## src/rtl/vga_timing_gen_if.sv

```systemverilog
// ---------------------------------------------------------------------------
// vga_timing_gen_if
//   Raster timing bundle from the timing generator to the pixel colour stage.
//   The generator drives the bundle through the master modport. The colour
//   stage or any observer reads it through the slave modport.
//
//   hsync_o       horizontal sync, level set by the generator's H_POL
//   vsync_o       vertical sync, level set by the generator's V_POL
//   disp_active   current pixel lies in the visible area
//   xcol_o        current column (11 bits)
//   yrow_o        current row (11 bits)
//   frame_start_o high for the pixel at column 0, row 0
//   pix_tick_o    pixel advance strobe
// ---------------------------------------------------------------------------
interface vga_timing_gen_if;
    logic        hsync_o;
    logic        vsync_o;
    logic        disp_active;
    logic [10:0] xcol_o;
    logic [10:0] yrow_o;
    logic        frame_start_o;
    logic        pix_tick_o;

    modport master (
        output hsync_o, vsync_o, disp_active, xcol_o, yrow_o,
               frame_start_o, pix_tick_o
    );

    modport slave (
        input  hsync_o, vsync_o, disp_active, xcol_o, yrow_o,
               frame_start_o, pix_tick_o
    );
endinterface

```

## src/rtl/vga_timing_gen.sv

```systemverilog
// ---------------------------------------------------------------------------
// vga_timing_gen
//   Raster timing generator. Horizontal and vertical phase FSMs follow pixel
//   counters. Every output is registered on the same edge, so a given
//   (xcol_o, yrow_o) is always reported together with the flags for that
//   pixel. The default parameters give 640x480 at 60 Hz with a 25 MHz pixel
//   clock.
//
//   Ports
//     clk_i   system/pixel clock
//     rst_i   asynchronous active-high reset
//     vga     vga_timing_gen_if.master. This group carries hsync_o, vsync_o,
//             disp_active, xcol_o, yrow_o, frame_start_o and pix_tick_o.
//
//   Optional build macro: VGA_PIXEL_PREDIV_EN
//     When this macro is defined, a prescaler divides clk_i by CLK_DIV. The
//     raster then advances once every CLK_DIV clocks, and pix_tick_o marks
//     each advance. When it is not defined, every clk_i is a pixel and
//     pix_tick_o stays high outside reset.
//
//   H_TOTAL and V_TOTAL must each be at most 2048.
// ---------------------------------------------------------------------------
module vga_timing_gen #(
    parameter int H_ACTIVE = 640,
    parameter int H_FP     = 16,
    parameter int H_SYNC   = 96,
    parameter int H_BP     = 48,
    parameter int V_ACTIVE = 480,
    parameter int V_FP     = 10,
    parameter int V_SYNC   = 2,
    parameter int V_BP     = 33,
    parameter int H_POL    = 0,
    parameter int V_POL    = 0,
    parameter int CLK_DIV  = 4
) (
    input  logic            clk_i,
    input  logic            rst_i,
    vga_timing_gen_if.master vga
);

    localparam int H_TOTAL = H_ACTIVE + H_FP + H_SYNC + H_BP;
    localparam int V_TOTAL = V_ACTIVE + V_FP + V_SYNC + V_BP;

    // Last counter value of each phase. A phase FSM steps when its counter
    // reaches the last value of the current phase.
    localparam logic [10:0] H_ACT_LAST  = 11'(H_ACTIVE - 1);
    localparam logic [10:0] H_FP_LAST   = 11'(H_ACTIVE + H_FP - 1);
    localparam logic [10:0] H_SYNC_LAST = 11'(H_ACTIVE + H_FP + H_SYNC - 1);
    localparam logic [10:0] H_LAST      = 11'(H_TOTAL - 1);
    localparam logic [10:0] V_ACT_LAST  = 11'(V_ACTIVE - 1);
    localparam logic [10:0] V_FP_LAST   = 11'(V_ACTIVE + V_FP - 1);
    localparam logic [10:0] V_SYNC_LAST = 11'(V_ACTIVE + V_FP + V_SYNC - 1);
    localparam logic [10:0] V_LAST      = 11'(V_TOTAL - 1);

    localparam logic HS_ON = (H_POL != 0);
    localparam logic VS_ON = (V_POL != 0);

    typedef enum logic [1:0] {HS_ACT, HS_FP, HS_SYNC, HS_BP} h_state_t;
    typedef enum logic [1:0] {VS_ACT, VS_FP, VS_SYNC, VS_BP} v_state_t;

    h_state_t    h_state_q, h_state_d;
    v_state_t    v_state_q, v_state_d;
    logic [10:0] h_q, h_d, v_q, v_d;
    logic [10:0] xcol_q, xcol_d, yrow_q, yrow_d;
    logic        hsync_q, hsync_d, vsync_q, vsync_d;
    logic        disp_q, disp_d, fs_q, fs_d, tick_q, tick_d;
    logic        advance;
    logic        line_end;

`ifdef VGA_PIXEL_PREDIV_EN
    localparam int PW = (CLK_DIV > 1) ? $clog2(CLK_DIV) : 1;
    localparam logic [PW-1:0] PRESC_LAST = PW'(CLK_DIV - 1);
    logic [PW-1:0] presc_q, presc_d;

    always_comb begin
        advance = (presc_q == PRESC_LAST);
        presc_d = advance ? '0 : presc_q + 1'b1;
    end

    always_ff @(posedge clk_i or posedge rst_i) begin
        if (rst_i) presc_q <= '0;
        else       presc_q <= presc_d;
    end
`else
    assign advance = 1'b1;
`endif

    // The back porch's last pixel closes the line and clocks the vertical FSM.
    assign line_end = (h_state_q == HS_BP) && (h_q == H_LAST);

    always_comb begin
        h_d       = h_q;
        v_d       = v_q;
        h_state_d = h_state_q;
        v_state_d = v_state_q;
        if (advance) begin
            h_d = line_end ? 11'd0 : h_q + 11'd1;
            unique case (h_state_q)
                HS_ACT:  if (h_q == H_ACT_LAST)  h_state_d = HS_FP;
                HS_FP:   if (h_q == H_FP_LAST)   h_state_d = HS_SYNC;
                HS_SYNC: if (h_q == H_SYNC_LAST) h_state_d = HS_BP;
                HS_BP:   if (line_end)           h_state_d = HS_ACT;
            endcase
            if (line_end) begin
                v_d = (v_q == V_LAST) ? 11'd0 : v_q + 11'd1;
                unique case (v_state_q)
                    VS_ACT:  if (v_q == V_ACT_LAST)  v_state_d = VS_FP;
                    VS_FP:   if (v_q == V_FP_LAST)   v_state_d = VS_SYNC;
                    VS_SYNC: if (v_q == V_SYNC_LAST) v_state_d = VS_BP;
                    VS_BP:   if (v_q == V_LAST)      v_state_d = VS_ACT;
                endcase
            end
        end
    end

    // The outputs are computed from the next-state values. They are then
    // registered on the same edge as the counters, which keeps every flag
    // aligned with the reported column and row. Between advances the outputs
    // hold their values.
    always_comb begin
        xcol_d  = xcol_q;
        yrow_d  = yrow_q;
        hsync_d = hsync_q;
        vsync_d = vsync_q;
        disp_d  = disp_q;
        fs_d    = fs_q;
        if (advance) begin
            xcol_d  = h_d;
            yrow_d  = v_d;
            hsync_d = (h_state_d == HS_SYNC) ? HS_ON : ~HS_ON;
            vsync_d = (v_state_d == VS_SYNC) ? VS_ON : ~VS_ON;
            disp_d  = (h_state_d == HS_ACT) && (v_state_d == VS_ACT);
            fs_d    = (h_d == 11'd0) && (v_d == 11'd0);
        end
        tick_d = advance;
    end

    // Reset parks the counters on the last pixel of the last line. The first
    // advance after release therefore lands on (0,0).
    always_ff @(posedge clk_i or posedge rst_i) begin
        if (rst_i) begin
            h_q       <= H_LAST;
            v_q       <= V_LAST;
            h_state_q <= HS_BP;
            v_state_q <= VS_BP;
            xcol_q    <= '0;
            yrow_q    <= '0;
            hsync_q   <= ~HS_ON;
            vsync_q   <= ~VS_ON;
            disp_q    <= 1'b0;
            fs_q      <= 1'b0;
            tick_q    <= 1'b0;
        end else begin
            h_q       <= h_d;
            v_q       <= v_d;
            h_state_q <= h_state_d;
            v_state_q <= v_state_d;
            xcol_q    <= xcol_d;
            yrow_q    <= yrow_d;
            hsync_q   <= hsync_d;
            vsync_q   <= vsync_d;
            disp_q    <= disp_d;
            fs_q      <= fs_d;
            tick_q    <= tick_d;
        end
    end

    assign vga.hsync_o       = hsync_q;
    assign vga.vsync_o       = vsync_q;
    assign vga.disp_active   = disp_q;
    assign vga.xcol_o        = xcol_q;
    assign vga.yrow_o        = yrow_q;
    assign vga.frame_start_o = fs_q;
    assign vga.pix_tick_o    = tick_q;

endmodule
```

## src/flat_wrapper.sv

```systemverilog
// flat-port wrapper written by rule: the top's interface ports become plain ports
module vga_timing_gen_flat 
#(
    parameter int H_ACTIVE = 640,
    parameter int H_FP     = 16,
    parameter int H_SYNC   = 96,
    parameter int H_BP     = 48,
    parameter int V_ACTIVE = 480,
    parameter int V_FP     = 10,
    parameter int V_SYNC   = 2,
    parameter int V_BP     = 33,
    parameter int H_POL    = 0,
    parameter int V_POL    = 0,
    parameter int CLK_DIV  = 4
)
  (clk_i, rst_i, vga_hsync_o, vga_vsync_o, vga_disp_active, vga_xcol_o, vga_yrow_o, vga_frame_start_o, vga_pix_tick_o);
  vga_timing_gen_if vga_i ();
  input  logic clk_i;
  input  logic rst_i;
  output wire logic [$bits(vga_i.hsync_o)-1:0] vga_hsync_o;
  output wire logic [$bits(vga_i.vsync_o)-1:0] vga_vsync_o;
  output wire logic [$bits(vga_i.disp_active)-1:0] vga_disp_active;
  output wire logic [$bits(vga_i.xcol_o)-1:0] vga_xcol_o;
  output wire logic [$bits(vga_i.yrow_o)-1:0] vga_yrow_o;
  output wire logic [$bits(vga_i.frame_start_o)-1:0] vga_frame_start_o;
  output wire logic [$bits(vga_i.pix_tick_o)-1:0] vga_pix_tick_o;
  assign vga_hsync_o = vga_i.hsync_o;
  assign vga_vsync_o = vga_i.vsync_o;
  assign vga_disp_active = vga_i.disp_active;
  assign vga_xcol_o = vga_i.xcol_o;
  assign vga_yrow_o = vga_i.yrow_o;
  assign vga_frame_start_o = vga_i.frame_start_o;
  assign vga_pix_tick_o = vga_i.pix_tick_o;
  vga_timing_gen #(.H_ACTIVE(H_ACTIVE), .H_FP(H_FP), .H_SYNC(H_SYNC), .H_BP(H_BP), .V_ACTIVE(V_ACTIVE), .V_FP(V_FP), .V_SYNC(V_SYNC), .V_BP(V_BP), .H_POL(H_POL), .V_POL(V_POL), .CLK_DIV(CLK_DIV)) u_core (.clk_i(clk_i), .rst_i(rst_i), .vga(vga_i));
endmodule
```

## config.mk

```make
export PLATFORM = sky130hd
export DESIGN_NAME = vga_timing_gen_flat
export DESIGN_NICKNAME = d
export VERILOG_FILES = /design/src/rtl/vga_timing_gen_if.sv /design/src/rtl/vga_timing_gen.sv /design/src/flat_wrapper.sv
export SDC_FILE = /design/constraint.sdc
export NUM_CORES = 1
export LEC_CHECK = 0
export CORE_MARGIN = 4
export CORE_UTILIZATION = 46
export CTS_CLUSTER_SIZE = 10
export DETAILED_ROUTE_END_ITERATION = 6
export PLACE_DENSITY = 0.71
export SLEW_MARGIN = 30
export SYNTH_ARGS = -nofsm -noshare
export SYNTH_HDL_FRONTEND = slang
export SYNTH_SLANG_ARGS = --single-unit
```

## constraint.sdc

```tcl
create_clock -name clk_i -period 3.7 [get_ports clk_i]
set_input_delay 1.11 -clock clk_i [delete_from_list [all_inputs] [get_ports clk_i]]
set_output_delay 1.11 -clock clk_i [all_outputs]
set_load 0.02 [all_outputs]
```

# After elaboration in Yosys (flattened, before gate mapping)
# Index checks and enable logic that the tools add are counted.
# totals
inputBits,2
word_cells,54
mem_bits_ro,0
register_bits,53
out_inout_bits,27
mem_bits_rw,0
latch_bits,0
mem_count,0
# op_classes
n_lt_le_gt_ge,0
n_shift,0
bitwise_logic,0
muxes,16
add_sub_neg,2
n_reduce_logical,9
n_eq_ne,16
div,0
n_mul,0
# op_table
cell,count
"11-bit by 10-bit equality test with 1-bit output, second input constant",5
"11-bit by 9-bit equality test with 1-bit output, second input constant",3
11-bit 2-to-1 mux,3
"11-bit by 1-bit adder with 11-bit output, second input constant",2
11-bit zero test,2
2-bit 2-to-1 mux,9
2-bit case mux with 4 select lines,2
"2-bit equality test, second input constant",6
2-bit zero test,4
"2-bit by 1-bit equality test with 1-bit output, second input constant",2
1-bit logical AND,3
1-bit 2-to-1 mux,2

# Depth between registers and ports, before layout
# Gate-level depths: netlist of the first run.
# depth
ltp_word,6
ltp_mapped,9
mapped_depth_nobuf,8

# Worst setup path after synthesis of the first run
# No wires, ideal clock.
# synth_timing
kind,reg-to-reg
start,register u_core.v_q[5]
end,"register u_core.fs_q, in the netlist u_core.vga.frame_start_o"
setup_ps,68
t_required_ps,3632
synth_period_minus_slack_ps,2422
path_slack_ps,1278
arrival_time_ps,2353
path_stages_with_launch,9
path_buffers,2
path_cell_list,dfrtp_1 > buf_6 > or4_1 > or4_1 > buf_2 > a2111o_1 > a21oi_1 > a41oi_1 > and4b_1
# synth_via
elab_chain_len,5
elab_cells_between_ends,6
cone_classes,add/sub: 1; eq/ne: 1; mux: 2; reduce/logical: 2
# synth_rtl
item,line,text
"start, declared",vga_timing_gen.sv:63,"logic [10:0] h_q, h_d, v_q, v_d;"
"start signal, assigned",vga_timing_gen.sv:155,v_q <= v_d;
11-bit by 1-bit adder with 11-bit output / 11-bit by 10-bit equality test with 1-bit output (equally long branches),vga_timing_gen.sv:105,v_d = (v_q == V_LAST) ? 11'd0 : v_q + 11'd1;
11-bit 2-to-1 mux,vga_timing_gen.sv:105,
11-bit 2-to-1 mux (*),vga_timing_gen.sv:104,if (line_end) begin
11-bit zero test (*),vga_timing_gen.sv:133,fs_d = (h_d == 11'd0) && (v_d == 11'd0);
1-bit logical AND (*),vga_timing_gen.sv:133,
named net u_core.fs_d,vga_timing_gen.sv:66,"logic disp_q, disp_d, fs_q, fs_d, tick_q, tick_d;"
"end signal, assigned",vga_timing_gen.sv:163,fs_q <= fs_d;
"end, declared",vga_timing_gen.sv:66,
# The timed path passes the listed nets; every way through them passes the cells marked *.

# Worst setup path after layout of the first run
# layout_timing
start,register u_core.h_q[0]
end,"register u_core.fs_q, in the netlist u_core.vga.frame_start_o"
# layout_via
elab_chain_len,5
elab_cells_between_ends,8
cone_classes,add/sub: 1; eq/ne: 1; mux: 2; reduce/logical: 4
# layout_rtl
item,line,text
"start, declared",vga_timing_gen.sv:63,
"start signal, assigned",vga_timing_gen.sv:142,h_q <= H_LAST;
"start signal, assigned",vga_timing_gen.sv:154,h_q <= h_d;
"parallel branches: the longest is 4 deep, another holds 11-bit by 1-bit adder with 11-bit output",--,
1-bit logical AND (*),vga_timing_gen.sv:133,
named net u_core.fs_d,vga_timing_gen.sv:66,
# Mark *: on every way through the listed nets, which the timed path passes.

==> run metrics, run 1 <==
highest net fanout along the worst path=10; # IOs=29; cell-by-cell listing of the critical path=ha_1 -> nand3_1 -> or4_1 -> a2111o_1 -> a21oi_1 -> a41oi_1 -> and4b_1; Hold Path Class=register to register; CP endpoint kind=register; Maximum Capacitance Violations=0; largest net degree at the start of global routing=between 40 and 50; most used flip-flop cell after synthesis=dfrtp_1; count of flip-flops with a built-in enable after synthesis=0; number of library cell types mapped by synthesis=45; routed wire length=about 4400 um; count of placed standard cells in the final layout, fillers left out=roughly 280; width of the die=around 76 um; run status=finished clean; Worst Setup Path Type=register to register; fmax=roughly 0.37 GHz; Setup TNS Final=0 ps; Avg Inst Size Synth=9.81 um2; share of post-route cells with drive strength above 1=0.122; static leakage power=roughly 0.94 nW; total DRC errors in the routed layout=0; overall global routing resource usage=0.173; antenna cells=0; share of the core filled with cells in the final layout=0.558; global-route wire length before repair=between 7000 and 8000 um; clock latency of the later-clocked register in the worst-skew pair=290 ps; relative slew slack=0.609; commonest cells after routing, fill and taps aside=28 x clkdlybuf4s50_1, 25 x dfrtp_1, 16 x nor2_1, 16 x dfstp_2, 15 x nand2_1; number of buffers on the longest clock path=2; area overhead of the layout relative to synthesis=16.0%; Setup crit start kind=register; post-synth net total=~220; via density per instance=between 5 and 6; part of the Yosys area used for sequential elements=0.496; final layout net count=approximately 240; clock tree root driver cell=clkbuf_8; final setup vio count=0; DRT antenna net count=0; Cells after DPL=274; shortest period the worst path allows=2680 ps; Final period util=0.723; post-placement setup slack=~1000 ps; final setup margin=1020 ps; Die Footprint=about 0.0057 mm2; First DRT Iteration DRCs=~140; data required time of the critical path=3930 ps; initial core utilization=0.481; average detailed-routed wire length per instance=approximately 15 um; Resized Gates After CTS=0; Worst Tran Pin Value=581 ps; longest individual stage delay on the worst path=~760 ps; first drt pass iteration count=4; number of hold buffers added after CTS=0; clock sink total=~40; final hold viol count=0; most frequent standard cell in the layout excluding fill and tap cells=clkdlybuf4s50_1; total chip power=between 0.8 and 0.9 mW; Num CTS Buffers=5; hpwl dp=3090 um; instance count of the mapped netlist=around 220; RSZ-0062 raised after global routing=false; GR Overflow Total=0; VDD IR max=roughly 0.14 mV; core area=roughly 0.0044 mm2; final weighted congestion in routability-driven placement=between 0.8 and 0.9; count of input and output buffers=28; Layout fillers=about 390; Synthesis Warnings=0; slowest cell on the critical path=or4_1; post-synthesis instance area=roughly 0.0021 mm2; clock tree from TritonCTS=done; fin. max-slew vios=0; Chip Height=75.7 um; PwrDens=about 340 mW/mm2; Data arrival, critical path=around 2900 ps; antenna violations before repair=0; Core Rows=24; CTS H-tree depth=2; clk_skew=between 7 and 8 ps; via count of the first global-routing pass=around 1.6k; # Post-CTS Setup Buffers=0; number of storage elements in the synthesis netlist=41; CTS clk-pin slew, worst paths=roughly 80 ps; share of synthesized flip-flops with an asynchronous set or reset=1.00; vias=1593
[critical path: cells and delay by family, from the launching register on]
| family | cells | cell delay [ps] |
|---|---|---|
| AO/OA/AOI/OAI | 3 | 550 |
| adder cells (fa/ha/maj) | 1 | 220 |
| flip-flops | 1 | 600 |
| AND/OR/NAND/NOR | 3 | 1240 |
[registers in the layout, indices dropped and copies added (netlist names)]
signal / flops
u_core.h_state_q: 2
u_core.vga.xcol_o: 7
u_core.vga.vsync_o: 1
u_core.h_q: 11
u_core.vga.pix_tick_o: 1
u_core.vga.hsync_o: 1
u_core.vga.disp_active: 1
u_core.v_state_q: 2
u_core.vga.yrow_o: 3
u_core.v_q: 11
u_core.vga.frame_start_o: 1
[path summary, 6_finish.rpt]
kind | start | to | slack, ps | cells after the start
max | u_core.h_q[0] | u_core.vga.frame_start_o | 1020 | 7
min | u_core.h_q[10] | u_core.h_q[10] | 530 | 1
max reg2reg | u_core.h_q[0] | u_core.vga.frame_start_o | 1020 | 7
min reg2reg | u_core.h_q[10] | u_core.h_q[10] | 530 | 1
max in group asynchronous | rst_i | u_core.h_state_q[0] | 2100 | 3
min in group asynchronous | rst_i | u_core.v_q[8] | 1230 | 3
[synthesized netlist by cell type (2+ instances only)]
cell type,n,area [um2]
and2_1,2,12.5
nor3_1,2,10.0
ha_1,4,50.1
nand2b_1,6,37.5
nor4_1,5,31.3
xnor2_1,8,70.1
a21oi_1,10,50.1
a31oi_1,3,18.8
buf_4,12,90.1
nor3b_1,3,22.5
o21ai_0,12,60.1
dfrtp_1,25,626
nand3_1,11,55.1
dfstp_2,16,420
or4_1,3,22.5
nor2_1,16,60.1
nand4_1,5,31.3
nand2_1,15,56.3
and3_1,3,18.8
and4_1,3,26.3
nor2b_1,2,12.5
a41oi_1,6,52.6
inv_1,9,33.8
xor2_1,5,43.8
clkbuf_1,9,33.8
[area by class of cell]
cell class                      instances  area (um2)  share of cell area
Multi-Input combinational cell        142         890               0.364
Clock inverter                          1        30.0              0.0123
Inverter                                9        33.8              0.0138
Tap cell                               52        65.1              0.0266
Timing Repair Buffer                   30         295               0.121
Clock buffer                            7        86.3              0.0353
Sequential cell                        41        1050               0.428
[report_power, final]
group | internal (mW) | total (mW) | switching, mW
registers | 0.449 | 0.449 | 0.000105
clock network | 0.220 | 0.369 | 0.149
logic | 0.00261 | 0.0118 | 0.00923
total | 0.672 | 0.830 | 0.159
[metrics by stage]
stage | area [um2] | hold WS [ps]
detailed placement | 2330 | 524
finish | 2450 | 526
global route | 2450 | 548
global placement | 2330 | 519
floorplan | 2110 | 472
CTS | 2450 | 537
[logic make-up (layout without fill, tap and decap cells)]
family	Yosys count	after routing	share of synthesized area
compound gates	41	41	0.125
xor+xnor	13	13	0.0540
fa+ha+maj	4	4	0.0237
buf+inv	32	47	0.0824
flops	41	41	0.496
other cells	1	1	0.00178
simple gates	83	83	0.218
[routing by layer]
metal | GRT usage | up-vias | share of wire
met5 | 0 | - | 0
met4 | 0.0680 | 0 | 0.016
met3 | 0.0501 | 6 | 0.055
li1 | - | 780 | -
met1 | 0.227 | 759 | 0.46
met2 | 0.269 | 48 | 0.47
(Power assumes the default switching activity.)
==> run 2: changes to the inputs <==
--- a/config.mk
+++ b/config.mk
@@ -9,7 +9,7 @@
 export CORE_UTILIZATION = 46
 export CTS_CLUSTER_SIZE = 10
 export DETAILED_ROUTE_END_ITERATION = 6
-export PLACE_DENSITY = 0.71
+export PLACE_DENSITY = 0.74
 export SLEW_MARGIN = 30
 export SYNTH_ARGS = -nofsm -noshare
 export SYNTH_HDL_FRONTEND = slang
==> constraint.sdc (replaced) <==
create_clock -name clk_i -period 2.1 [get_ports clk_i]
set_input_delay 0.63 -clock clk_i [delete_from_list [all_inputs] [get_ports clk_i]]
set_output_delay 0.63 -clock clk_i [all_outputs]
set_load 0.02 [all_outputs]
==> run metrics, run 2 (synthesized netlist as in run 1, its figures left out) <==
final weighted congestion in routability-driven placement=0.969 (+15%); clock latency of the later-clocked register in the worst-skew pair=290 ps (about the same); DRT antenna net count=0 (unchanged); shortest period the worst path allows=2320 ps (-355 ps); clock tree from TritonCTS=done; clock tree root driver cell=clkbuf_8; longest individual stage delay on the worst path=530 ps (-230 ps); Data arrival, critical path=2540 ps (-360 ps); hpwl dp=3830 um (+24%); Final period util=1.11 (+0.382); total DRC errors in the routed layout=0 (unchanged); total chip power=1.38 mW (+66%); clk_skew=8.85 ps (+1.63 ps); register-to-register setup slack=-220 ps (-1250 ps); Maximum Capacitance Violations=0 (unchanged); area overhead of the layout relative to synthesis=36.8%; number of hold buffers added after CTS=0 (unchanged); start point of the critical path=u_core.v_q[6]; Setup TNS Final=-739 ps (-739 ps); CTS clk-pin slew, worst paths=70 ps (about the same); Chip Height=75.7 um (unchanged); Bufs and invs on worst path=2 (+2); core area=0.00438 mm2 (unchanged); Internal Dissipation=1.10 mW (+63%); initial core utilization=0.481 (unchanged); Hold Path Class=register to register; violated checks=setup timing; via count of the first global-routing pass=1771 (+11%); Num CTS Buffers=5 (unchanged); endpoint of the worst-slack reg-to-reg timing path=u_core.vga.vsync_o; share of the core filled with cells in the final layout=0.658 (+0.100); commonest cells after routing, fill and taps aside=51 x buf_4, 25 x clkdlybuf4s50_1, 25 x dfrtp_1; average detailed-routed wire length per instance=15.3 um (-0.78%); highest net fanout along the worst path=4 (-6); antenna cells=0 (unchanged); cell-by-cell listing of the critical path=or4_4 -> or4_4 -> buf_4 -> a22o_1 -> nand3_1 -> o211ai_1 -> buf_4 -> nand2b_1; Worst Setup Path Type=register to register; number of buffers on the longest clock path=2 (unchanged); capturing element of the worst setup path=u_core.vga.vsync_o; count of placed standard cells in the final layout, fillers left out=332 (+18%); width of the die=75.7 um (unchanged); Die Footprint=0.00573 mm2 (unchanged); VDD IR max=0.426 mV (+210%); CP endpoint kind=register; via density per instance=5.49 (-2.8%); data required time of the critical path=2320 ps (-1610 ps); final setup vio count=5 (+5); vias=1822 (+14%); Core Rows=24 (unchanged); first drt pass iteration count=4 (unchanged); switch share=0.206 (+0.0151); CTS H-tree depth=2 (unchanged); share of post-route cells with drive strength above 1=0.325 (+0.203); First DRT Iteration DRCs=138 (-4.2%); Clk pwr share=0.409 (-0.036); Cells after DPL=319 (+16%); PwrDens=478 mW/mm2 (+41%); power dissipated by switching net loads=0.284 mW (+79%); routed wire length=5090 um (+17%); final setup margin=-221 ps (-1250 ps); Crit path depth=8 (+1); Worst Tran Pin Value=531 ps (-49.8 ps); Worst path top cell family by delay=simple AND/OR/NAND/NOR gates; final layout net count=285 (+21%); final hold viol count=0 (unchanged); run status=finished, violations left; most frequent standard cell in the layout excluding fill and tap cells=buf_4; slowest cell on the critical path=or4_4; global-route wire length before repair=8480 um (+13%); static leakage power=1.26 nW (+34%); Setup crit start kind=register; relative slew slack=0.643 (+0.0335); Layout fillers=368 (-4.9%); fmax=0.431 GHz (+15%); # IOs=29 (unchanged); GR Overflow Total=0 (unchanged); largest net degree at the start of global routing=42 (unchanged); fin. max-slew vios=0 (unchanged); overall global routing resource usage=0.194 (+0.0207); sequential cell area in the final layout=0.00105 mm2 (unchanged); clock sink total=41 (unchanged); area of the multi-input gates=948 um2 (+6.6%); r2r startpoint=u_core.v_q[6]; post-placement setup slack=-276 ps (-1320 ps); RSZ-0062 raised after global routing=true; combinational cell fraction of total power=0.017 (+0.003); sequential cell fraction of total power=0.574 (+0.033); count of input and output buffers=28 (unchanged); cell count of the worst reg-to-reg path=8 (+1); antenna violations before repair=0 (unchanged)
[run 2: worst min path at each step]
stage | cells after the start | endpoint | slack [ps] | start
floorplan | 1 | u_core.h_q[10] | 470 | u_core.h_q[10]
global placement | 2 | u_core.h_q[10] | 560 | u_core.h_q[10]
detailed placement | 2 | u_core.v_q[10] | 570 | u_core.v_q[10]
CTS | 2 | u_core.v_q[10] | 580 | u_core.v_q[10]
global route | 2 | u_core.v_q[10] | 610 | u_core.v_q[10]
finish | 2 | u_core.v_q[10] | 600 | u_core.v_q[10]
[run 2: area by class of cell]
class / instances / share of cell area
sequential: 41 / 0.363
tap: 52 / 0.0225
clock inverter: 1 / 0.00173
multi-input combinational: 142 / 0.329
inverter: 9 / 0.0117
timing repair buffer: 80 / 0.239
clock buffer: 7 / 0.0334
[run 2: worst reg2reg max path, delay by kind of cell (launching register included)]
family | cells | cell delay (ps)
buffers and inverters | 2 | 330
flip-flops | 1 | 380
AND/OR/NAND/NOR | 4 | 1190
AO/OA/AOI/OAI | 2 | 340
[run 2: per-layer routing]
metal	track usage	wire, um	vias up	part of all wire
li1	-	-	876	-
met1	0.258	2240	873	0.44
met2	0.312	2520	63	0.49
met3	0.0475	261	10	0.051
met4	0.0602	69	0	0.014
met5	0	0	-	0
[run 2: through the flow]
step	cell area [um2]	hold WS [ps]
floorplan	2120	472
global placement	2680	558
detailed placement	2680	573
CTS	2860	584
global route	2890	610
finish	2890	596
[run 2: repair_timing]
item,CTS,global route
buffers inserted,3,2
pin swaps,4,3
endpoints found under the setup margin,11,8
gates cloned,0,0
gates resized for setup,11,5
[run 2: power by group through the flow]
| stage | clock (mW) | sequential, mW | combinational (mW) |
|---|---|---|---|
| 2_1_floorplan | 0 | 0.807 | 0.0115 |
| 5_1_grt | 0.601 | 0.792 | 0.0284 |
| 3_3_place_gp | 0 | 0.806 | 0.0250 |
| 6_report | 0.564 | 0.792 | 0.0241 |
| 4_1_cts | 0.570 | 0.792 | 0.0256 |
| 3_5_place_dp | 0 | 0.806 | 0.0255 |
